===== src/rtl/add_seq32.sv =====
// add_seq32: multi-cycle add/subtract that time-shares one 8-bit carry-lookahead
// slice across WORDS byte lanes, LSB first, with a registered inter-slice carry.
module cla8 (
    input  logic [7:0] a,
    input  logic [7:0] b,
    input  logic       ci,
    output logic [7:0] s,
    output logic       co
);
    logic [7:0] g, p;
    logic [8:0] c;
    logic       acc, prop;

    always_comb begin
        g    = a & b;
        p    = a ^ b;
        c    = '0;
        acc  = 1'b0;
        prop = 1'b1;
        c[0] = ci;
        // Each carry is a flat sum of products over g/p/ci, not a ripple chain.
        for (int i = 0; i < 8; i++) begin
            acc  = 1'b0;
            prop = 1'b1;
            for (int j = i; j >= 0; j--) begin
                acc  = acc | (prop & g[j]);
                prop = prop & p[j];
            end
            c[i+1] = acc | (prop & ci);
        end
        s  = p ^ c[7:0];
        co = c[8];
    end
endmodule

module add_seq32 #(
    parameter int WORDS = 4,
    localparam int N = 8 * WORDS,
    localparam int IW = (WORDS > 1) ? $clog2(WORDS) : 1
) (
    input  logic         clk,
    input  logic         rstn,
    input  logic         in_valid,
    output logic         in_ready,
    input  logic [N-1:0] a,
    input  logic [N-1:0] b,
    input  logic         op_sub,
    output logic         out_valid,
    input  logic         out_ready,
    output logic [N-1:0] sum,
    output logic         cout,
    output logic         ovf
);
    typedef enum logic [1:0] {IDLE, RUN, DONE} state_t;

    state_t        state, state_nxt;
    logic [N-1:0]  a_r, b_r, s_r, s_nxt, sum_r;
    logic          carry_r, sa, sb, cout_r, ovf_r;
    logic [IW-1:0] idx;
    logic [IW+2:0] base;
    logic [7:0]    sl_a, sl_b, sl_s;
    logic          sl_co, accept, last;

    assign base   = {idx, 3'b000};
    assign accept = (state == IDLE) && in_valid;
    assign last   = (idx == IW'(WORDS - 1));

    always_comb begin
        sl_a  = a_r[base +: 8];
        sl_b  = b_r[base +: 8];
        s_nxt = s_r;
        s_nxt[base +: 8] = sl_s;
    end

    cla8 u_slice (
        .a  (sl_a),
        .b  (sl_b),
        .ci (carry_r),
        .s  (sl_s),
        .co (sl_co)
    );

    always_ff @(posedge clk or negedge rstn) begin
        if (!rstn) state <= IDLE;
        else       state <= state_nxt;
    end

    always_comb begin
        state_nxt = state;
        case (state)
            IDLE:    if (in_valid)  state_nxt = RUN;
            RUN:     if (last)      state_nxt = DONE;
            DONE:    if (out_ready) state_nxt = IDLE;
            default:                state_nxt = IDLE;
        endcase
    end

    always_ff @(posedge clk or negedge rstn) begin
        if (!rstn) begin
            a_r     <= '0;
            b_r     <= '0;
            s_r     <= '0;
            sum_r   <= '0;
            carry_r <= 1'b0;
            idx     <= '0;
            sa      <= 1'b0;
            sb      <= 1'b0;
            cout_r  <= 1'b0;
            ovf_r   <= 1'b0;
        end else if (accept) begin
            a_r     <= a;
            b_r     <= op_sub ? ~b : b;
            s_r     <= '0;
            carry_r <= op_sub;
            idx     <= '0;
            sa      <= a[N-1];
            sb      <= op_sub ? ~b[N-1] : b[N-1];
        end else if (state == RUN) begin
            s_r     <= s_nxt;
            carry_r <= sl_co;
            idx     <= idx + IW'(1);
            // Visible result only changes once the whole word is complete.
            if (last) begin
                sum_r  <= s_nxt;
                cout_r <= sl_co;
                ovf_r  <= (sa == sb) && (sl_s[7] != sa);
            end
        end
    end

    assign in_ready  = (state == IDLE);
    assign out_valid = (state == DONE);
    assign sum       = sum_r;
    assign cout      = cout_r;
    assign ovf       = ovf_r;
endmodule


===== config.mk =====
export PLATFORM = sky130hd
export DESIGN_NAME = add_seq32
export DESIGN_NICKNAME = d
export VERILOG_FILES = /design/src/rtl/add_seq32.sv
export SDC_FILE = /design/constraint.sdc
export NUM_CORES = 1
export LEC_CHECK = 0
export CORE_ASPECT_RATIO = 1.4
export CORE_MARGIN = 8
export CORE_UTILIZATION = 57
export DETAILED_ROUTE_END_ITERATION = 6
export PLACE_DENSITY = 0.85
export SYNTH_ARGS = -nofsm -noshare
export SYNTH_HDL_FRONTEND = slang
export SYNTH_HIERARCHICAL = 1
export SYNTH_SLANG_ARGS = --single-unit

===== constraint.sdc =====
create_clock -name clk -period 4.67 [get_ports clk]
set_input_delay 0.7005 -clock clk [delete_from_list [all_inputs] [get_ports clk]]
set_output_delay 0.7005 -clock clk [all_outputs]
set_load 0.02 [all_outputs]

======== Yosys cells after proc, flatten, opt, wreduce, memory -nomap -nowiden ========
Cells that the tools add are included.
cells by class
  multiply operators ...................... 0
  bitwise operators ....................... 106
  reduce and logical (&&, ||, !) cells .... 6
  $add $sub $neg .......................... 2
  shifts and indexed selects .............. 4
  muxes and demuxes ....................... 13
  eq/ne operators ......................... 8
  $lt $le $gt $ge ......................... 0
  divide/modulo/power cells ............... 0
operators by type and width
  kind                                                                     count
  32-bit 2-to-1 mux                                                        3
  1-bit bitwise AND                                                        64
  32-bit by 6-bit indexed part select with 8-bit output                    2
  1-bit OR                                                                 36
  32-bit bitwise mux                                                       1
  32-bit NOT                                                               1
  8-bit by 7-bit variable shift with 32-bit output, first input constant   1
  8-bit by 7-bit indexed part select with 32-bit output                    1
  8-bit bitwise XOR                                                        2
  2-bit 2-to-1 mux                                                         5
  8-bit bitwise AND                                                        1
  5-bit negator with 7-bit output                                          1
  2-bit one-hot mux with 3 select lines                                    1
  3-bit AND reduction                                                      2
  2-bit equality test, second input constant                               2
  2-bit inequality test, second input constant                             2
  1-bit 2-to-1 mux                                                         3
  2-bit by 1-bit adder with 2-bit output, second input constant            1
  2-bit by 1-bit equality test with 1-bit output, second input constant    1
  1-bit logical AND                                                        2
  2-bit logical NOT                                                        1
  2-bit by 1-bit inequality test with 1-bit output, second input constant  1
  1-bit NOT                                                                2
  2-bit nonzero test                                                       1
  2 further kinds                                                          2
storage, ports and cells
  register bits after elaboration ......... 137
  bits in writable memories ............... 0
  bits in read-only memories .............. 0
  bits in latches ......................... 0
  memories ................................ 0
  bits of input ports ..................... 69
  logic and storage cells ................. 150

======== Depth between registers and ports, before layout ========
Gate-level depths: netlist (run 1).
  word-level depth ........................ 15
  mapped depth ............................ 12

======== Modules after synthesis ========
The synthesis (run 1) kept the hierarchy.
by module, submodules not included
  module     area each (um2)  cells an instance  sequential area each (um2)  times used
  add_seq32  5806.8           480                3178.0                      1
  cla8       317.8            37                 0.0                         1

======== Least setup slack after synthesis (run 1) ========
No wires, ideal clock.
  path type ............................... reg2reg
  start point ............................. reg idx[0]
  end point ............................... reg ovf_r (netlist: ovf)
  path slack .............................. 1.539 ns
  cell stages (with the launch flop) ...... 13
  setup time .............................. 0.136 ns
  buffers on the path ..................... 3
  arrival ................................. 2.995 ns
  period minus slack after synthesis ...... 3.131 ns
  path through ............................ dfrtp_1 buf_4 buf_4 mux4_2 ha_1 nand3_1 o2111ai_2 a221o_1 xor2_1 clkbuf_1 and3b_1 a21oi_1 o21ai_0
RTL lines
  item                                                       line    source
  start: declaration                                         59      logic [IW-1:0] idx;
  start signal: assignment                                   121     idx <= idx + IW'(1);
  32-bit by 6-bit indexed part select with 8-bit output (*)  69      sl_a = a_r[base +: 8];
  via sl_a[2]                                                61      logic [7:0] sl_a, sl_b, sl_s;
  8-bit bitwise AND or 8-bit bitwise XOR (tied branches)     15, 16
  1-bit bitwise AND (on tied branches)                       26, 27
  1-bit OR, or another cell as far along (2 in series)       26      acc = acc | (prop & g[j]);
  1-bit OR or 1-bit bitwise AND (tied branches)              26, 29
  1-bit OR (*)                                               29      c[i+1] = acc | (prop & ci);
  8-bit bitwise XOR (*)                                      31      s = p ^ c[7:0];
  via sl_s[7]                                                61
  1-bit inequality test (*)                                  126     ovf_r <= (sa == sb) && (sl_s[7] != sa);
  1-bit logical AND (*)                                      126
  end signal: assignment                                     126
  end: declaration                                           58      logic carry_r, sa, sb, cout_r, ovf_r;
The timed path passes the listed nets; every way through them passes the cells marked *.
A chain may end at the register's enable or synchronous reset.

======== Final worst setup path (run 1) ========
Same ends and word-level chain as after synthesis.

==> results of run 1 <==
-- cell type report --
| cell class | instances | area (sq um) |
|---|---|---|
| Sequential cell | 127 | 3180 |
| Fill cell | 684 | 2850 |
| Multi-Input combinational cell | 346 | 2720 |
| Timing Repair Buffer | 111 | 1090 |
| Clock buffer | 22 | 454 |
| Tap cell | 141 | 176 |
| Clock inverter | 10 | 161 |
| Inverter | 5 | 18.8 |
-- layout by cell type, fill, tap and decap left out, types with 2 or more instances in the layout --
cell type	instances
nor2_1	57
clkdlybuf4s50_1	102
clkbuf_1	4
clkinvlp_4	3
o21ai_1	2
mux2_2	24
o211ai_1	17
and3_1	2
a22o_1	8
nand3b_1	17
xnor2_1	35
clkbuf_16	17
a21oi_1	35
bufinv_16	4
mux2_1	8
ha_1	14
buf_4	8
mux4_2	16
nand2_1	39
xor2_1	3
clkinv_2	2
and3b_1	2
nand3_1	4
inv_1	5
dfrtp_1	127
a221oi_1	8
a21o_1	5
nor2b_1	3
o21ai_0	8
a32o_1	19
o31ai_1	2
-- synthesized netlist by cell type, drive strengths merged, types with 10 or more instances --
cell type / count
a21oi: 36
a32o: 19
buf: 32
dfrtp: 127
ha: 14
mux2: 32
mux4: 16
nand2: 39
nand3b: 18
nor2: 57
o211ai: 17
o21ai: 10
xnor2: 35
-- worst reg2reg max path, cell delays in order, from the launching register on --
cell and delay [ns]:
dfrtp_1 0.71, buf_4 0.30, mux4_2 0.52, ha_1 0.37, nand3_1 0.16, o2111ai_2 0.19
a221o_1 0.41, xor2_1 0.46, and3b_1 0.24, a21oi_1 0.10, o21ai_0 0.09
-- worst paths after layout --
kind	to	slack, ns	depth (start not counted)
setup / recovery	ovf$_DFFE_PN0P_	1.01	10
hold / removal	a_r[5]$_DFFE_PN0P_	0.26	1
setup reg to reg	ovf$_DFFE_PN0P_	1.01	10
hold reg to reg	cout$_DFFE_PN0P_	0.48	2
max in group asynchronous	sum[1]$_DFFE_PN0P_	3.40	2
min in group clk	cout$_DFFE_PN0P_	0.48	2
-- report_power, final --
| part | switching (mW) | internal (mW) | leakage, nW | total (mW) |
|---|---|---|---|---|
| sequential | 0.386 | 1.58 | 1.57 | 1.97 |
| clock | 0.467 | 0.905 | 0.290 | 1.37 |
| combinational | 1.98 | 1.39 | 1.33 | 3.37 |
| total | 2.83 | 3.88 | 3.20 | 6.71 |
-- layer usage --
layer,wire length [um],vias to the layer above,global-route usage
met5,0,-,0
met4,761,0,0.141
met3,852,56,0.0553
met2,8720,216,0.406
met1,5330,2294,0.232
li1,-,2040,-
-- registers in the layout (all words and copies together) (netlist names) --
| signal | cells |
|---|---|
| sum | 32 |
| s_r | 24 |
| state | 2 |
| ovf | 1 |
| b_r | 32 |
| idx | 2 |
| a_r | 32 |
| carry_r | 1 |
| cout | 1 |
-- stage by stage --
step | cell area (sq um) | hold slack (ns)
after CTS | 7790 | 0.269
after global placement | 7170 | 0.467
final | 7790 | 0.259
after detailed placement | 7170 | 0.472
after global routing | 7790 | 0.292
after floorplan | 6120 | 0.405
-- kinds of logic (layout without fill, tap and decap cells) --
| logic type | after synthesis | after routing | synth area share |
|---|---|---|---|
| XOR/XNOR | 38 | 38 | 0.0543 |
| flip-flops | 127 | 127 | 0.519 |
| adder cells (fa/ha/maj) | 15 | 15 | 0.0319 |
| AND/OR/NAND/NOR | 134 | 134 | 0.108 |
| AO/OA/AOI/OAI | 111 | 111 | 0.131 |
| buffers and inverters | 44 | 148 | 0.0388 |
| multiplexers | 48 | 48 | 0.118 |
==> run_results.csv, run 1 <==
group,metric,value,unit
run_status,status,"finished clean",
grt,grt_max_degree,99,
run,cap_viol_max_count,0,
power_and_ir_drop,ir_drop,0.000621,V
power_and_ir_drop,p_per_area,861,mW/mm^2
setup_path,cp-end-kind,"register",
placement,dp_hpwl,11200,um
logic_synthesis,synth-edff-count,0,
sta,fin_crit_sh,0.785,
cts,h-tree-depth,4,
logic_synthesis,async_flop_share,1.00,
placement,dp.cells,730,
sta,rsz0062_at_grt,"false",
logic_synthesis,yosys-top-cells-area,"dfrtp_1 (52%), mux4_2 (5.9%), xnor2_1 (5.0%), mux2_2 (4.4%), nor2_1 (3.5%)",
power_and_ir_drop,p_leak,3.20,nW
placement,gp_congestion,0.856,
grt,grt_pass1_wl,25800,um
sta,final_hold_viol_count,0,
grt,grt_pass1_vias,4996,
sta,finClkSkew,0.00894,ns
cts,postCtsSetupRepairBufs,0,
logic_synthesis,yosys.area.top_type,"dfrtp_1",
setup_path,cp_slowest_stage_delay,0.71,ns
cts,cts-resized-gates,0,
setup_path,crit_arrival,3.94,ns
drt,vias,4606,
sta,setup_tns,0,ns
sta,drv_slew,0,
drt,drtPass1Iterations,5,
floorplan,chipWidth,104,um
logic_synthesis,seq_area_frac_synth,0.519,
min_path,hold_class,"primary input to async pin",
drt,wire_per_inst,20.6,um
floorplan,die_h,139,um
logic_synthesis,syn_avg_cell_area,11.8,sq um
sta,postLayoutSetupSlackWorst,1.01,ns
finish,drive_above_1_share,0.138,
placement,pre_cts_ws,1.09,ns
cts,cts_hold_buf,0,
power_and_ir_drop,power,6.71,mW
setup_path,crit-reg2reg-launch,"idx[0]$_DFFE_PN0P_",
cts,cts_tree,"done",
cts,cts.sinks,127,
setup_path,cp.required,4.95,ns
cts,clk_latency,0.42,ns
placement,port_buffers,104,
floorplan,rows,45,
setup_path,cp-startpoint,"idx[0]$_DFFE_PN0P_",
grt,antenna_found_initial,0,
setup_path,critPathKind,"register to register",
cts,cts.path.max_buffers,2,
drt,wl,15700,um
floorplan,initial_core_util,0.576,
finish,final_cells,762,
setup_path,setup.worst_path.start_class,"register",
grt,grt_usage,0.227,
logic_synthesis,ys_warn_count,6,
drt,ant_nets,0,
finish,areaGrowthSynthToFinish,27.2,%
logic_synthesis,synth_seq_cells,127,
floorplan,pin_count,105,
logic_synthesis,ys.flop_type,"dfrtp_1",
sta,period_minus_slack,3.66,ns
drt,drt_iter0_drc,205,
cts,cts_buffers,17,
sta,clock.fmax,0.273,GHz
setup_path,cp_slowest_cell,"dfrtp_1",
sta,finalSetupViolCount,0,
setup_path,crit_buf_inv,1,
sta,tightest_slew,0.984,ns
cts,cts.clk_slew.worst_paths,0.06,ns
setup_path,crit_fanout,10,
setup_path,path_cells,"buf_4, mux4_2, ha_1, nand3_1, o2111ai_2, a221o_1, xor2_1, and3b_1, a21oi_1, o21ai_0",
cts,cts-root-buf,"clkbuf_16",
finish,insertedDiodeCount,0,
logic_synthesis,postSynthCellCount,517,
logic_synthesis,syn_nets,601,
grt,globalRouteOverflowTotal,0,
finish,nets,692,
setup_path,path_delay_family,"compound AO/OA/AOI/OAI gates",
logic_synthesis,synthDistinctLibCells,45,
finish,final_core_util,0.732,
sta,max-slew-margin-rel,0.344,
drt,drc,0,
drt,routed_via_density,6.04,
logic_synthesis,synth_area,0.00612,sq mm
floorplan,core-area,0.0106,sq mm
floorplan,die-area,0.0144,sq mm
logic_synthesis,yosys.area.top_type_share,0.519,
(Power assumes the default switching activity.)
==> inputs of run 2 (changes only) <==
--- a/config.mk
+++ b/config.mk
@@ -7,9 +7,9 @@
 export LEC_CHECK = 0
 export CORE_ASPECT_RATIO = 1.4
 export CORE_MARGIN = 8
-export CORE_UTILIZATION = 57
+export CORE_UTILIZATION = 53
 export DETAILED_ROUTE_END_ITERATION = 6
-export PLACE_DENSITY = 0.85
+export PLACE_DENSITY = 0.8
 export SYNTH_ARGS = -nofsm -noshare
 export SYNTH_HDL_FRONTEND = slang
 export SYNTH_HIERARCHICAL = 1
==> constraint.sdc (replaced) <==
create_clock -name clk -period 3.8 [get_ports clk]
set_input_delay 0.57 -clock clk [delete_from_list [all_inputs] [get_ports clk]]
set_output_delay 0.57 -clock clk [all_outputs]
set_load 0.02 [all_outputs]
==> run 2 against run 1 <==
Clock skew down 0.0033 ns. Sequential cell count is the same. Wire length is 1.1% lower. Utilization is 4.1 points lower. Worst hold slack lost 0.014 ns. Power increased by 22%. Via count fell by 1.7%. Maximum frequency up 8.6%. Count of clock-buffer cells in the layout stayed put. Register-to-register slack got worse by 0.58 ns.
==> run_results.csv, run 2 (synthesized netlist as in run 1, its figures left out) <==
group,metric,value,unit
run_status,status,"finished clean",
placement,gp_congestion,0.878,
drt,drc,0,
finish,fillers,852,
setup_path,setup.worst_path.start_class,"register",
cts,postCtsSetupRepairBufs,0,
sta,drv_slew,0,
grt,grt_pass1_wl,25500,um
setup_path,crit_fanout,16,
floorplan,initial_core_util,0.543,
sta,fin_crit_sh,0.888,
cts,cts.sinks,127,
sta,period_minus_slack,3.37,ns
placement,dp_hpwl,11100,um
finish,final_cells,768,
setup_path,critPathKind,"register to register",
placement,port_buffers,104,
sta,clock.fmax,0.296,GHz
cts,cts_buffers,17,
drt,drtPass1Iterations,5,
setup_path,cp-end-kind,"register",
finish,nets,695,
grt,globalRouteOverflowTotal,0,
floorplan,die-area,0.0153,sq mm
cts,cts-root-buf,"clkbuf_16",
drt,vias,4528,
setup_path,crit_arrival,3.65,ns
finish,final_cell_mix,"dfrtp_1 (127), clkdlybuf4s50_1 (102), nor2_1 (57)",
sta,final_hold_viol_count,0,
drt,routed_via_density,5.90,
sta,tightest_slew,0.890,ns
drt,drt_iter0_drc,236,
power_and_ir_drop,p_leak,3.21,nW
floorplan,pin_count,105,
power_and_ir_drop,p_per_area,1050,mW/mm^2
drt,ant_nets,0,
floorplan,chipWidth,107,um
finish,insertedDiodeCount,0,
setup_path,cp_slowest_cell,"mux4_2",
grt,grt_usage,0.219,
sta,finClkSkew,0.00563,ns
power_and_ir_drop,ir_drop,0.000738,V
finish,drive_above_1_share,0.147,
drt,wl,15500,um
cts,cts_tree,"done",
cts,clk_latency,0.41,ns
setup_path,cp_slowest_stage_delay,0.59,ns
floorplan,rows,46,
setup_path,cp.required,4.08,ns
grt,grt_max_degree,99,
cts,cts.path.max_buffers,2,
sta,rsz0062_at_grt,"false",
cts,cts_hold_buf,0,
placement,placed_area,0.00723,sq mm
cts,cts-resized-gates,0,
cts,cts.clk_slew.worst_paths,0.06,ns
floorplan,core-area,0.0113,sq mm
placement,dp.cells,736,
sta,setup_tns,0,ns
drt,wire_per_inst,20.2,um
finish,areaGrowthSynthToFinish,27.3,%
min_path,hold_class,"primary input to async pin",
setup_path,path_cells,"buf_4, mux4_2, ha_1, a21oi_2, o2111ai_2, a221o_1, xor2_1, and3b_1, a21oi_1, o21ai_0",
grt,grt_pass1_vias,5005,
cts,h-tree-depth,4,
run,cap_viol_max_count,0,
floorplan,die_h,143,um
finish,final_common_cell,"dfrtp_1",
finish,fin_area,0.00780,sq mm
sta,max-slew-margin-rel,0.407,
grt,antenna_found_initial,0,
sta,finalSetupViolCount,0,
## run 2: metal layers
metal	track usage	share of wire	wire length, um
met4	0.120	0.042	655
met3	0.0559	0.052	801
met2	0.398	0.56	8640
met1	0.222	0.35	5400
met5	0	0	0
## run 2: report_power, final
part / internal, mW / switching [mW] / total [mW]
sequential: 1.95 / 0.454 / 2.40
combinational: 1.78 / 2.44 / 4.21
clock: 0.962 / 0.584 / 1.55
total: 4.69 / 3.48 / 8.16
## run 2: worst max-delay path: cells and delay by family, from the launching register on
family	cells	cell delay, ns
buffers and inverters	1	0.28
DFF	1	0.33
and+or+nand+nor	1	0.25
xor gates and xnor gates	1	0.47
adders and majority gates	1	0.32
muxes	1	0.59
AOI/OAI and AO/OA	5	0.99
## run 2: final cells by class
| cell class | instances | area [sq um] | area share |
|---|---|---|---|
| clock buffer | 22 | 484 | 0.0621 |
| clock inverter | 10 | 86.3 | 0.0111 |
| inverter | 5 | 18.8 | 0.00241 |
| multi-input combinational | 346 | 2720 | 0.348 |
| sequential | 127 | 3180 | 0.408 |
| tap | 144 | 180 | 0.0231 |
| timing repair buffer | 114 | 1130 | 0.145 |
## run 2: path summary, 6_finish.rpt
path                                           from                   to  slack [ns]  cells past startpoint
worst min register to register  sum[27]$_DFFE_PN0P_  sum[27]$_DFFE_PN0P_        0.48                      2
worst max-delay path             idx[0]$_DFFE_PN0P_      ovf$_DFFE_PN0P_        0.43                     10
worst min-delay path                           rstn  b_r[18]$_DFFE_PN0P_        0.25                      1
max in group asynchronous                      rstn   s_r[8]$_DFFE_PN0P_        2.71                      2
min in group clk                sum[27]$_DFFE_PN0P_  sum[27]$_DFFE_PN0P_        0.48                      2
worst max register to register   idx[0]$_DFFE_PN0P_      ovf$_DFFE_PN0P_        0.43                     10
## run 2: per-stage QoR
stage	utilization	setup slack (ns)	total power, mW	hold WS [ns]
2_1_floorplan	-	0.669	5.11	0.274
3_3_place_gp	0.641	0.587	6.36	0.471
3_5_place_dp	0.641	0.512	6.51	0.478
4_1_cts	0.691	0.391	8.14	0.270
5_1_grt	0.691	0.242	8.61	0.306
6_report	0.691	0.427	8.16	0.245
